$ cat config.mk
export PLATFORM = sky130hd
export DESIGN_NAME = alu_rs
export DESIGN_NICKNAME = d
export VERILOG_FILES = /design/src/rtl/alu_rs_pkg.sv /design/src/rtl/alu_rs_select.sv /design/src/rtl/alu_rs.sv
export SDC_FILE = /design/constraint.sdc
export NUM_CORES = 2
export LEC_CHECK = 0
export CORE_MARGIN = 1
export CORE_UTILIZATION = 35
export CTS_CLUSTER_DIAMETER = 60
export DETAILED_ROUTE_END_ITERATION = 8
export GPL_ROUTABILITY_DRIVEN = 0
export HOLD_SLACK_MARGIN = 0.02
export PLACE_DENSITY = 0.5
export SYNTH_ARGS = -nofsm -noshare
export SYNTH_HDL_FRONTEND = slang
export SYNTH_HIERARCHICAL = 1
export SYNTH_SLANG_ARGS = --single-unit
$ cat constraint.sdc
create_clock -name clk -period 63.8 [get_ports clk]
set_input_delay 6.38 -clock clk [delete_from_list [all_inputs] [get_ports clk]]
set_output_delay 6.38 -clock clk [all_outputs]
set_load 0.01 [all_outputs]
$ cat src/rtl/alu_rs_pkg.sv
// Shared types and constants for the ALU reservation station.
// Age-ordered select is enabled by defining ALU_RS_AGE_PRIO_EN.
package alu_rs_pkg;

    typedef enum logic [1:0] {
        ENT_FREE,
        ENT_WAIT,
        ENT_READY
    } ent_state_e;

    localparam int unsigned TAG_FREE  = 0;
    localparam int unsigned DATA_FREE = 0;

endpackage

$ cat src/rtl/alu_rs_select.sv
// Issue select for the ALU reservation station: READY vector -> one-hot grant and index.
// With ALU_RS_AGE_PRIO_EN the oldest READY entry wins, otherwise the lowest index.
module alu_rs_select #(
    parameter int unsigned RS_DEPTH = 8,
    parameter int unsigned IDX_W    = $clog2(RS_DEPTH)
) (
    input  logic [RS_DEPTH-1:0]         ready,
`ifdef ALU_RS_AGE_PRIO_EN
    input  logic [RS_DEPTH*(IDX_W+1)-1:0] ages,
`endif
    output logic [RS_DEPTH-1:0]         grant,
    output logic [IDX_W-1:0]            idx,
    output logic                        valid
);

`ifdef ALU_RS_AGE_PRIO_EN
    localparam int unsigned AGE_W = IDX_W + 1;

    // Stamps span at most RS_DEPTH live values, so the MSB of the difference orders them.
    function automatic logic older(input logic [AGE_W-1:0] a, input logic [AGE_W-1:0] b);
        logic [AGE_W-1:0] diff;
        diff = a - b;
        return diff[AGE_W-1];
    endfunction

    always_comb begin
        grant = '0;
        idx   = '0;
        valid = 1'b0;
        for (int unsigned i = 0; i < RS_DEPTH; i++) begin
            if (ready[i] && (!valid || older(ages[i*AGE_W +: AGE_W], ages[idx*AGE_W +: AGE_W]))) begin
                valid = 1'b1;
                idx   = IDX_W'(i);
            end
        end
        if (valid) grant[idx] = 1'b1;
    end
`else
    always_comb begin
        grant = '0;
        idx   = '0;
        valid = 1'b0;
        for (int unsigned i = 0; i < RS_DEPTH; i++) begin
            if (ready[i] && !valid) begin
                valid = 1'b1;
                idx   = IDX_W'(i);
            end
        end
        if (valid) grant[idx] = 1'b1;
    end
`endif

endmodule

$ cat src/rtl/alu_rs.sv
// Reservation station and issue scheduler for the integer ALU: dispatch, CDB wakeup,
// single registered issue per cycle, branch kill/clear. Optional macro: ALU_RS_AGE_PRIO_EN.
module alu_rs
    import alu_rs_pkg::*;
#(
    parameter int unsigned RS_DEPTH = 8,
    parameter int unsigned DATA_W   = 32,
    parameter int unsigned TAG_W    = 4,
    parameter int unsigned BTAG_W   = 4,
    parameter int unsigned OP_W     = 5
) (
    input  logic              clk,
    input  logic              rst,
    input  logic              dispEn,
    input  logic [OP_W-1:0]   dispOp,
    input  logic [DATA_W-1:0] dispValO,
    input  logic [TAG_W-1:0]  dispTagO,
    input  logic              dispRdyO,
    input  logic [DATA_W-1:0] dispValT,
    input  logic [TAG_W-1:0]  dispTagT,
    input  logic              dispRdyT,
    input  logic [TAG_W-1:0]  dispWrtTag,
    input  logic [31:0]       dispAddr,
    input  logic [BTAG_W-1:0] dispBTag,
    input  logic              aluCdbEn,
    input  logic [TAG_W-1:0]  aluCdbTag,
    input  logic [DATA_W-1:0] aluCdbData,
    input  logic              lsbCdbEn,
    input  logic [TAG_W-1:0]  lsbCdbTag,
    input  logic [DATA_W-1:0] lsbCdbData,
    input  logic              bFreeEn,
    input  logic [1:0]        bFreeNum,
    input  logic              misTaken,
    output logic              rsFull,
    output logic              ALUworkEn,
    output logic [DATA_W-1:0] operandO,
    output logic [DATA_W-1:0] operandT,
    output logic [TAG_W-1:0]  wrtTag,
    output logic [OP_W-1:0]   opCode,
    output logic [31:0]       instAddr,
    output logic [BTAG_W-1:0] instBranchTag
);

    localparam int unsigned IDX_W = $clog2(RS_DEPTH);

    ent_state_e        state_q [RS_DEPTH], state_d [RS_DEPTH];
    logic              rdy_o_q [RS_DEPTH], rdy_o_d [RS_DEPTH];
    logic              rdy_t_q [RS_DEPTH], rdy_t_d [RS_DEPTH];
    logic [DATA_W-1:0] val_o_q [RS_DEPTH], val_o_d [RS_DEPTH];
    logic [DATA_W-1:0] val_t_q [RS_DEPTH], val_t_d [RS_DEPTH];
    logic [TAG_W-1:0]  tag_o_q [RS_DEPTH], tag_o_d [RS_DEPTH];
    logic [TAG_W-1:0]  tag_t_q [RS_DEPTH], tag_t_d [RS_DEPTH];
    logic [TAG_W-1:0]  wtag_q  [RS_DEPTH], wtag_d  [RS_DEPTH];
    logic [OP_W-1:0]   op_q    [RS_DEPTH], op_d    [RS_DEPTH];
    logic [31:0]       addr_q  [RS_DEPTH], addr_d  [RS_DEPTH];
    logic [BTAG_W-1:0] btag_q  [RS_DEPTH], btag_d  [RS_DEPTH];

    logic              work_en_q, work_en_d;
    logic [DATA_W-1:0] out_o_q, out_o_d, out_t_q, out_t_d;
    logic [TAG_W-1:0]  out_tag_q, out_tag_d;
    logic [OP_W-1:0]   out_op_q, out_op_d;
    logic [31:0]       out_addr_q, out_addr_d;
    logic [BTAG_W-1:0] out_btag_q, out_btag_d;

    logic [BTAG_W-1:0]   bmask;
    logic [RS_DEPTH-1:0] kill_vec, ready_vec, grant;
    logic [IDX_W-1:0]    sel_idx, free_idx;
    logic                sel_valid, free_found, disp_fire, issue_fire;

    // Operand snoop: ALU bus has priority over LSB bus on a (illegal) double match.
    function automatic logic [DATA_W:0] snoop(input logic rdy, input logic [TAG_W-1:0] tag,
                                              input logic [DATA_W-1:0] val);
        if (rdy) return {1'b1, val};
        if (aluCdbEn && aluCdbTag == tag) return {1'b1, aluCdbData};
        if (lsbCdbEn && lsbCdbTag == tag) return {1'b1, lsbCdbData};
        return {1'b0, val};
    endfunction

    always_comb begin
        bmask      = bFreeEn ? (BTAG_W'(1) << bFreeNum) : '0;
        free_idx   = '0;
        free_found = 1'b0;
        for (int unsigned i = 0; i < RS_DEPTH; i++) begin
            kill_vec[i]  = misTaken && |(btag_q[i] & bmask);
            ready_vec[i] = (state_q[i] == ENT_READY);
            if (state_q[i] == ENT_FREE && !free_found) begin
                free_found = 1'b1;
                free_idx   = IDX_W'(i);
            end
        end
        rsFull     = !free_found;
        disp_fire  = dispEn && !rsFull && !(misTaken && |(dispBTag & bmask));
        issue_fire = sel_valid && !kill_vec[sel_idx];
    end

`ifdef ALU_RS_AGE_PRIO_EN
    localparam int unsigned AGE_W = IDX_W + 1;
    logic [AGE_W-1:0]          age_q [RS_DEPTH], age_d [RS_DEPTH];
    logic [AGE_W-1:0]          age_cnt_q, age_cnt_d;
    logic [RS_DEPTH*AGE_W-1:0] ages_flat;

    always_comb begin
        age_d     = age_q;
        age_cnt_d = age_cnt_q + AGE_W'(disp_fire);
        ages_flat = '0;
        for (int unsigned i = 0; i < RS_DEPTH; i++) begin
            ages_flat[i*AGE_W +: AGE_W] = age_q[i];
            if (disp_fire && IDX_W'(i) == free_idx) age_d[i] = age_cnt_q;
        end
    end

    always_ff @(posedge clk or posedge rst) begin
        if (rst) begin
            for (int unsigned i = 0; i < RS_DEPTH; i++) age_q[i] <= '0;
            age_cnt_q <= '0;
        end else begin
            age_q     <= age_d;
            age_cnt_q <= age_cnt_d;
        end
    end
`endif

    alu_rs_select #(
        .RS_DEPTH (RS_DEPTH),
        .IDX_W    (IDX_W)
    ) u_select (
        .ready (ready_vec),
`ifdef ALU_RS_AGE_PRIO_EN
        .ages  (ages_flat),
`endif
        .grant (grant),
        .idx   (sel_idx),
        .valid (sel_valid)
    );

    always_comb begin
        state_d = state_q;
        rdy_o_d = rdy_o_q;
        rdy_t_d = rdy_t_q;
        val_o_d = val_o_q;
        val_t_d = val_t_q;
        tag_o_d = tag_o_q;
        tag_t_d = tag_t_q;
        wtag_d  = wtag_q;
        op_d    = op_q;
        addr_d  = addr_q;
        btag_d  = btag_q;
        for (int unsigned i = 0; i < RS_DEPTH; i++) begin
            if (state_q[i] != ENT_FREE) begin
                if (kill_vec[i] || grant[i]) begin
                    state_d[i] = ENT_FREE;
                end else begin
                    btag_d[i] = btag_q[i] & ~bmask;
                    {rdy_o_d[i], val_o_d[i]} = snoop(rdy_o_q[i], tag_o_q[i], val_o_q[i]);
                    {rdy_t_d[i], val_t_d[i]} = snoop(rdy_t_q[i], tag_t_q[i], val_t_q[i]);
                    if (rdy_o_d[i] && rdy_t_d[i]) state_d[i] = ENT_READY;
                    else                          state_d[i] = ENT_WAIT;
                end
            end else if (disp_fire && IDX_W'(i) == free_idx) begin
                {rdy_o_d[i], val_o_d[i]} = snoop(dispRdyO, dispTagO, dispValO);
                {rdy_t_d[i], val_t_d[i]} = snoop(dispRdyT, dispTagT, dispValT);
                tag_o_d[i] = dispTagO;
                tag_t_d[i] = dispTagT;
                wtag_d[i]  = dispWrtTag;
                op_d[i]    = dispOp;
                addr_d[i]  = dispAddr;
                btag_d[i]  = dispBTag & ~bmask;
                if (rdy_o_d[i] && rdy_t_d[i]) state_d[i] = ENT_READY;
                else                          state_d[i] = ENT_WAIT;
            end
        end
    end

    always_comb begin
        work_en_d  = issue_fire;
        out_o_d    = out_o_q;
        out_t_d    = out_t_q;
        out_tag_d  = out_tag_q;
        out_op_d   = out_op_q;
        out_addr_d = out_addr_q;
        out_btag_d = out_btag_q;
        if (issue_fire) begin
            out_o_d    = val_o_q[sel_idx];
            out_t_d    = val_t_q[sel_idx];
            out_tag_d  = wtag_q[sel_idx];
            out_op_d   = op_q[sel_idx];
            out_addr_d = addr_q[sel_idx];
            out_btag_d = btag_q[sel_idx] & ~bmask;
        end
    end

    always_ff @(posedge clk or posedge rst) begin
        if (rst) begin
            for (int unsigned i = 0; i < RS_DEPTH; i++) begin
                state_q[i] <= ENT_FREE;
                rdy_o_q[i] <= 1'b0;
                rdy_t_q[i] <= 1'b0;
                val_o_q[i] <= DATA_W'(DATA_FREE);
                val_t_q[i] <= DATA_W'(DATA_FREE);
                tag_o_q[i] <= TAG_W'(TAG_FREE);
                tag_t_q[i] <= TAG_W'(TAG_FREE);
                wtag_q[i]  <= TAG_W'(TAG_FREE);
                op_q[i]    <= '0;
                addr_q[i]  <= '0;
                btag_q[i]  <= '0;
            end
            work_en_q  <= 1'b0;
            out_o_q    <= DATA_W'(DATA_FREE);
            out_t_q    <= DATA_W'(DATA_FREE);
            out_tag_q  <= TAG_W'(TAG_FREE);
            out_op_q   <= '0;
            out_addr_q <= '0;
            out_btag_q <= '0;
        end else begin
            state_q    <= state_d;
            rdy_o_q    <= rdy_o_d;
            rdy_t_q    <= rdy_t_d;
            val_o_q    <= val_o_d;
            val_t_q    <= val_t_d;
            tag_o_q    <= tag_o_d;
            tag_t_q    <= tag_t_d;
            wtag_q     <= wtag_d;
            op_q       <= op_d;
            addr_q     <= addr_d;
            btag_q     <= btag_d;
            work_en_q  <= work_en_d;
            out_o_q    <= out_o_d;
            out_t_q    <= out_t_d;
            out_tag_q  <= out_tag_d;
            out_op_q   <= out_op_d;
            out_addr_q <= out_addr_d;
            out_btag_q <= out_btag_d;
        end
    end

    assign ALUworkEn     = work_en_q;
    assign operandO      = out_o_q;
    assign operandT      = out_t_q;
    assign wrtTag        = out_tag_q;
    assign opCode        = out_op_q;
    assign instAddr      = out_addr_q;
    assign instBranchTag = out_btag_q;

endmodule
# After elaboration in Yosys (flattened, before gate mapping)

Cells that the tools add are included.

$lt $le $gt $ge: 3
Equal/unequal tests: 75
Shifts and indexed selects: 1
Multiplexer cells: 770
Bitwise logic cells: 29
Reduce and logical (&&, ||, !) cells: 178

Operators with widths:

| cell                                           | number |
|---|---|
| 2-to-1 mux 33 bit                              | 214 |
| 2-to-1 mux 32 bit                              | 54 |
| 2-to-1 mux 1 bit                               | 410 |
| binary-select mux 32 bit (select 3 bit)        | 3 |
| == test 4 bit                                  | 36 |
| 2-to-1 mux 4 bit                               | 29 |
| logical AND 1 bit                              | 87 |
| 2-to-1 mux 2 bit                               | 41 |
| AND 4 bit                                      | 19 |
| != test 4 x 1 -> 1 bit (second input constant) | 16 |
| AND reduction 3 bit                            | 16 |
| OR reduction 4 bit                             | 9 |
| 2-to-1 mux 3 bit                               | 11 |
| AND reduction 2 bit                            | 16 |
| nonzero test 2 bit                             | 16 |
| binary-select mux 4 bit (select 3 bit)         | 2 |
| zero test 1 bit                                | 17 |
| == test 2 bit (second input constant)          | 8 |
| zero test 2 bit                                | 8 |
| != test 2 bit (second input constant)          | 8 |
| binary-select mux 5 bit (select 3 bit)         | 1 |
| == test 3 bit (first input constant)           | 4 |
| 2-to-1 mux 5 bit                               | 2 |
| logical OR 1 bit                               | 8 |
| other kinds (13)                               | 21 |

Flip-flop bits (word level): 1,078
Bits of input ports: 200
Output and inout bits: 111
Logic and storage cells: 1,151

# Logic depth before layout (Yosys ltp)

Word-level depth: 47
Gate-level depth with buffers: 13

# Modules after synthesis

The synthesis kept the hierarchy.

By module, submodules not included:

| module        | instances | cells each | area an instance (µm²) | seq. area each (µm²) |
|---|---|---|---|---|
| alu_rs        | 1         | 6,465      | 63,930.1               | 26,975.9 |
| alu_rs_select | 1         | 23         | 143.9                  | 0.0 |

# Worst setup path after synthesis

Ideal clock, no wire load.

Path kind: input to register
Start point: in bFreeNum[0]
End point: reg val_o_q[64] (netlist bit)
Library setup time: 0.125 ns
Data arrival time: 8.373 ns
Data required time: 63.675 ns
Path slack: 55.302 ns
Stages on the path: 8
Cells stage by stage: buf_6 -> buf_6 -> mux4_2 -> a211oi_1 -> a21oi_2 -> a21oi_2 -> buf_4 -> mux2_2

Longest elaborated chain between the ends: 10

Ends and longest elaborated chain:

| element                           | line          | source |
|---|---|---|
| start, declared                   | alu_rs.sv:32  | `input logic [1:0] bFreeNum,` |
| left shift 1 x 2 -> 4 bit (*)     | alu_rs.sv:80  | `bmask = bFreeEn ? (BTAG_W'(1) << bFreeNum) : '0;` |
| 2-to-1 mux 4 bit (*)              | alu_rs.sv:80  |  |
| AND 4 bit                         | alu_rs.sv:92  | `disp_fire = dispEn && !rsFull && !(misTaken && \|(dispBTag & bmask));` |
| OR reduction 4 bit                | alu_rs.sv:92  |  |
| logical AND 1 bit                 | alu_rs.sv:92  |  |
| zero test 1 bit                   | alu_rs.sv:92  |  |
| logical AND 1 bit                 | alu_rs.sv:92  |  |
| logical AND 1 bit                 | alu_rs.sv:159 | `end else if (disp_fire && IDX_W'(i) == free_idx) begin` |
| nonzero test 2 bit (no line)      | --            |  |
| AND reduction 3 bit (no line) (*) | --            |  |
| end signal, assigned by index     | alu_rs.sv:198 | `val_o_q[i] <= DATA_W'(DATA_FREE);` |
| end signal, assigned              | alu_rs.sv:218 | `val_o_q <= val_o_d;` |
| end, declared                     | alu_rs.sv:49  | `logic [DATA_W-1:0] val_o_q [RS_DEPTH], val_o_d [RS_DEPTH];` |

Mark *: on every way between the ends. The rest lies on a longest branch, timed or not.
A chain may end at the register's enable or synchronous reset.

# Worst setup path after layout

Start point: reg state_q[12] (netlist bit)
End point: out rsFull

Longest elaborated chain between the ends: 22

Ends and longest elaborated chain:

| element                | line          | source |
|---|---|---|
| start, declared        | alu_rs.sv:46  | `ent_state_e state_q [RS_DEPTH], state_d [RS_DEPTH];` |
| start signal, assigned | alu_rs.sv:215 | `state_q <= state_d;` |
| zero test 2 bit (*)    | alu_rs.sv:86  | `if (state_q[i] == ENT_FREE && !free_found) begin` |
| logical AND 1 bit (*)  | alu_rs.sv:86  |  |
| 2-to-1 mux 1 bit (*)   | alu_rs.sv:86  |  |
| zero test 1 bit        | alu_rs.sv:86  |  |
| logical AND 1 bit      | alu_rs.sv:86  |  |
| 2-to-1 mux 1 bit (*)   | alu_rs.sv:86  |  |
| zero test 1 bit        | alu_rs.sv:86  |  |
| logical AND 1 bit      | alu_rs.sv:86  |  |
| [6 not listed]         | --            |  |
| 2-to-1 mux 1 bit (*)   | alu_rs.sv:86  |  |
| zero test 1 bit        | alu_rs.sv:86  |  |
| logical AND 1 bit      | alu_rs.sv:86  |  |
| 2-to-1 mux 1 bit (*)   | alu_rs.sv:86  |  |
| zero test 1 bit        | alu_rs.sv:86  |  |
| logical AND 1 bit      | alu_rs.sv:86  |  |
| 2-to-1 mux 1 bit (*)   | alu_rs.sv:86  |  |
| zero test 1 bit (*)    | alu_rs.sv:91  | `rsFull = !free_found;` |
| end, declared          | alu_rs.sv:34  | `output logic rsFull,` |

Marked as above.

==> flow_summary_export.csv <==
group,metric,value,unit
drt,wl_per_cell,32.67,um
synthesis,synth-seq-area-share,42.10,%
synthesis,netlist_instances,6488,
sta,post-route-period-util,15.64,%
setup_path,crit_fanout,19,
sta,finClkSkew,0.02858,ns
global_routing,grt_max_degree,111,
die,ioPinCount,311,
setup_path,cp_cell_sequence,"or2_2, nand4_1, nor4_1, clkdlybuf4s50_1",
clock_tree,numCtsBuffers,141,
clock_tree,cts_num_sinks,1078,
die,start_util,35.34,%
setup_path,path_depth,4,
sta,finalSetupViolCount,0,
worst_hold_path,holdPathStages,2,
drt,vias_per_cell,6.481,
global_routing,antenna_found_initial,22,
setup_path,crit_type,"reg -> out",
synthesis,synthArstFlopShare,100.0,%
synthesis,yosysUniqueCellTypes,93,
setup_path,crit_slowest_cell,"or2_2",
clock_tree,root_buffer,"clkbuf_16",
sta,tns,0,ns
synthesis,synthesis.nets,6688,
status,outcome,"finished, violations left",
synthesis,synthesis.area,64070,um^2
worst_hold_path,hp-class,"reg -> reg",
synthesis,yosys_warnings,6,
final_layout,final_area,73310,um^2
synthesis,yosys-top-cells-area,"dfrtp_1 (42%), nand2_1 (7.9%), mux4_2 (7.7%)",
clock_tree,cts_resized,0,
sta,timing.fmax,0.1002,GHz
drt,dr_total_vias,57317,
synthesis,synth_top_cell_by_area,"dfrtp_1",
drt,first_pass_iters,9,
synthesis,synth_edf_count,0,
synthesis,ys_ff_latch,1078,
synthesis,ys.flop_type,"dfrtp_1",
sta,slew_violations,0,
synthesis,synth_top_area_share,42.10,%
final_layout,layout_commonest_cell,"nand2_1",
die,die_width,429.9,um
setup_path,critPathCaptureType,"output pin",
setup_path,required,57.42,ns
clock_tree,cts_tree,"done",
drt,drc_errors,16,
pwr,p_leak,0.03123,uW
sta,relSlewSlack,6.649,%
clock_tree,clk_pin_slew,0.06,ns
place,dp.cells,8584,
setup_path,critPathBufInv,1,
setup_path,startpoint_type,"flop",
global_routing,grt_pass1_vias,57118,
clock_tree,clkLatencyLatePin,0.82,ns
final_layout,drive_gt1_share,20.26,%
synthesis,avgSynthCellArea,9.876,um^2
pwr,p_per_area,46.12,nW/um^2
die,fp.coreArea,181300,um^2
global_routing,grt_overflow,0,
sta,fin_crit,9.981,ns
setup_path,slowest_delay,0.74,ns
drt,ant_nets,0,
clock_tree,postCtsHoldBufs,0,
die,row_count,156,
final_layout,final_cell_count_no_fill,8844,
drt,wl,289000,um
sta,rsz0062_at_grt,"no",
setup_path,ff2ff_path_depth,12,
global_routing,grt_use_total,30.55,%
sta,whs,0.4676,ns
status,violations,"design-rule violations",
clock_tree,cts_setup_buffers,0,
clock_tree,h-tree-depth,4,
die,die_y,429.9,um
clock_tree,clockBufferDepth,3,
die,die-area,184800,um^2
place,dp_hpwl,160300,um
global_routing,grt_pass1_wl,413500,um
job,drv_cap,0,
drt,dr.first_iter.drc_count,7706,
final_layout,layout_common_cells,"nand2_1 (1,348), dfrtp_1 (1,078), mux2_2 (384)",
final_layout,nets,6557,
sta,worst_pin_slew,1.399,ns
setup_path,worstPathArrival,3.60,ns
pwr,irDropWorstVdd,0.00004121,V
final_layout,areaGrowthSynthToFinish,14.41,%
setup_path,path_delay_family,"simple AND/OR/NAND/NOR gates",
place,numPortBuffers,310,
sta,hold_viol,0,
place,dpl_cell_area,68710,um^2
## tightest hold or removal path, delay by kind of cell, from the launching register on
kind	cells	cell delay (ns)
simple gates	2	0.10
flops	1	0.33
## sequential cells by signal (all words and copies together) (netlist names)
signal	flops
tag_t_q	32
wrtTag	4
btag_q	32
opCode	5
addr_q	256
instBranchTag	4
rdy_o_q	8
val_o_q	256
tag_o_q	32
wtag_q	32
rdy_t_q	8
operandT	32
val_t_q	256
state_q	16
op_q	40
ALUworkEn	1
operandO	32
instAddr	32
## stage by stage
stage	worst slack [ns]	utilization, %	total power [uW]
finish	53.82	40.43	3381
global placement	53.01	37.89	2542
detailed placement	52.99	37.89	2570
global route	53.43	40.42	3539
floorplan	27.07	-	2110
CTS	53.67	40.42	3379
## logic make-up after synthesis
group / Yosys count / share of synthesized area [%]
and+or+nand+nor: 2112 / 13.99
buffers and inverters: 825 / 5.495
xor gates and xnor gates: 137 / 1.873
AOI/OAI and AO/OA: 1602 / 19.24
DFF: 1078 / 42.10
muxes: 734 / 17.30
## power breakdown
part           leakage [uW]  internal, uW  switching, uW
Combinational        0.0152           683            791
Clock               0.00224           462            341
Sequential           0.0138           949            156
## synthesized netlist by cell type, types with 63 or more instances
cell type,instances
buf_1,131
nor2_1,250
o21ai_0,249
nor3_1,69
mux2_2,384
a22oi_1,232
clkbuf_1,522
buf_2,84
a32oi_1,94
o211ai_1,102
nand3_1,177
a22o_1,75
and2_1,67
dfrtp_1,1078
o221ai_1,91
mux4_2,220
nand2_1,1356
a221oi_1,142
xnor2_1,80
a31oi_1,134
a222oi_1,63
mux2_4,99
## layer usage
metal | GRT usage (%) | vias to the layer above | routed length [um]
met5 | 0 | - | 197
met3 | 8.670 | 914 | 32050
li1 | - | 23706 | -
met4 | 16.41 | 30 | 16700
met1 | 39.28 | 28811 | 112100
met2 | 46.41 | 3856 | 127900
## area by class of cell
class / count / area [um^2]
Clock inverter: 58 / 580.6
Multi-Input combinational cell: 4585 / 34000
Tap cell: 2370 / 2965
Antenna cell: 9 / 22.52
Inverter: 44 / 172.7
Timing Repair Buffer: 507 / 4597
Fill cell: 17546 / 108000
Clock buffer: 193 / 3998
Sequential cell: 1078 / 26980
## worst paths after layout
check	startpoint	slack [ns]	end
max	state_q[12]	53.82	rsFull
min reg2reg	op_q[28]	0.47	op_q[28]
max in group asynchronous	rst	53.95	val_t_q[7]
max reg2reg	state_q[9]	57.83	operandO[28]
min in group asynchronous	rst	6.07	operandO[28]
min	op_q[28]	0.47	op_q[28]
Power figures use the tool's default switching activity.
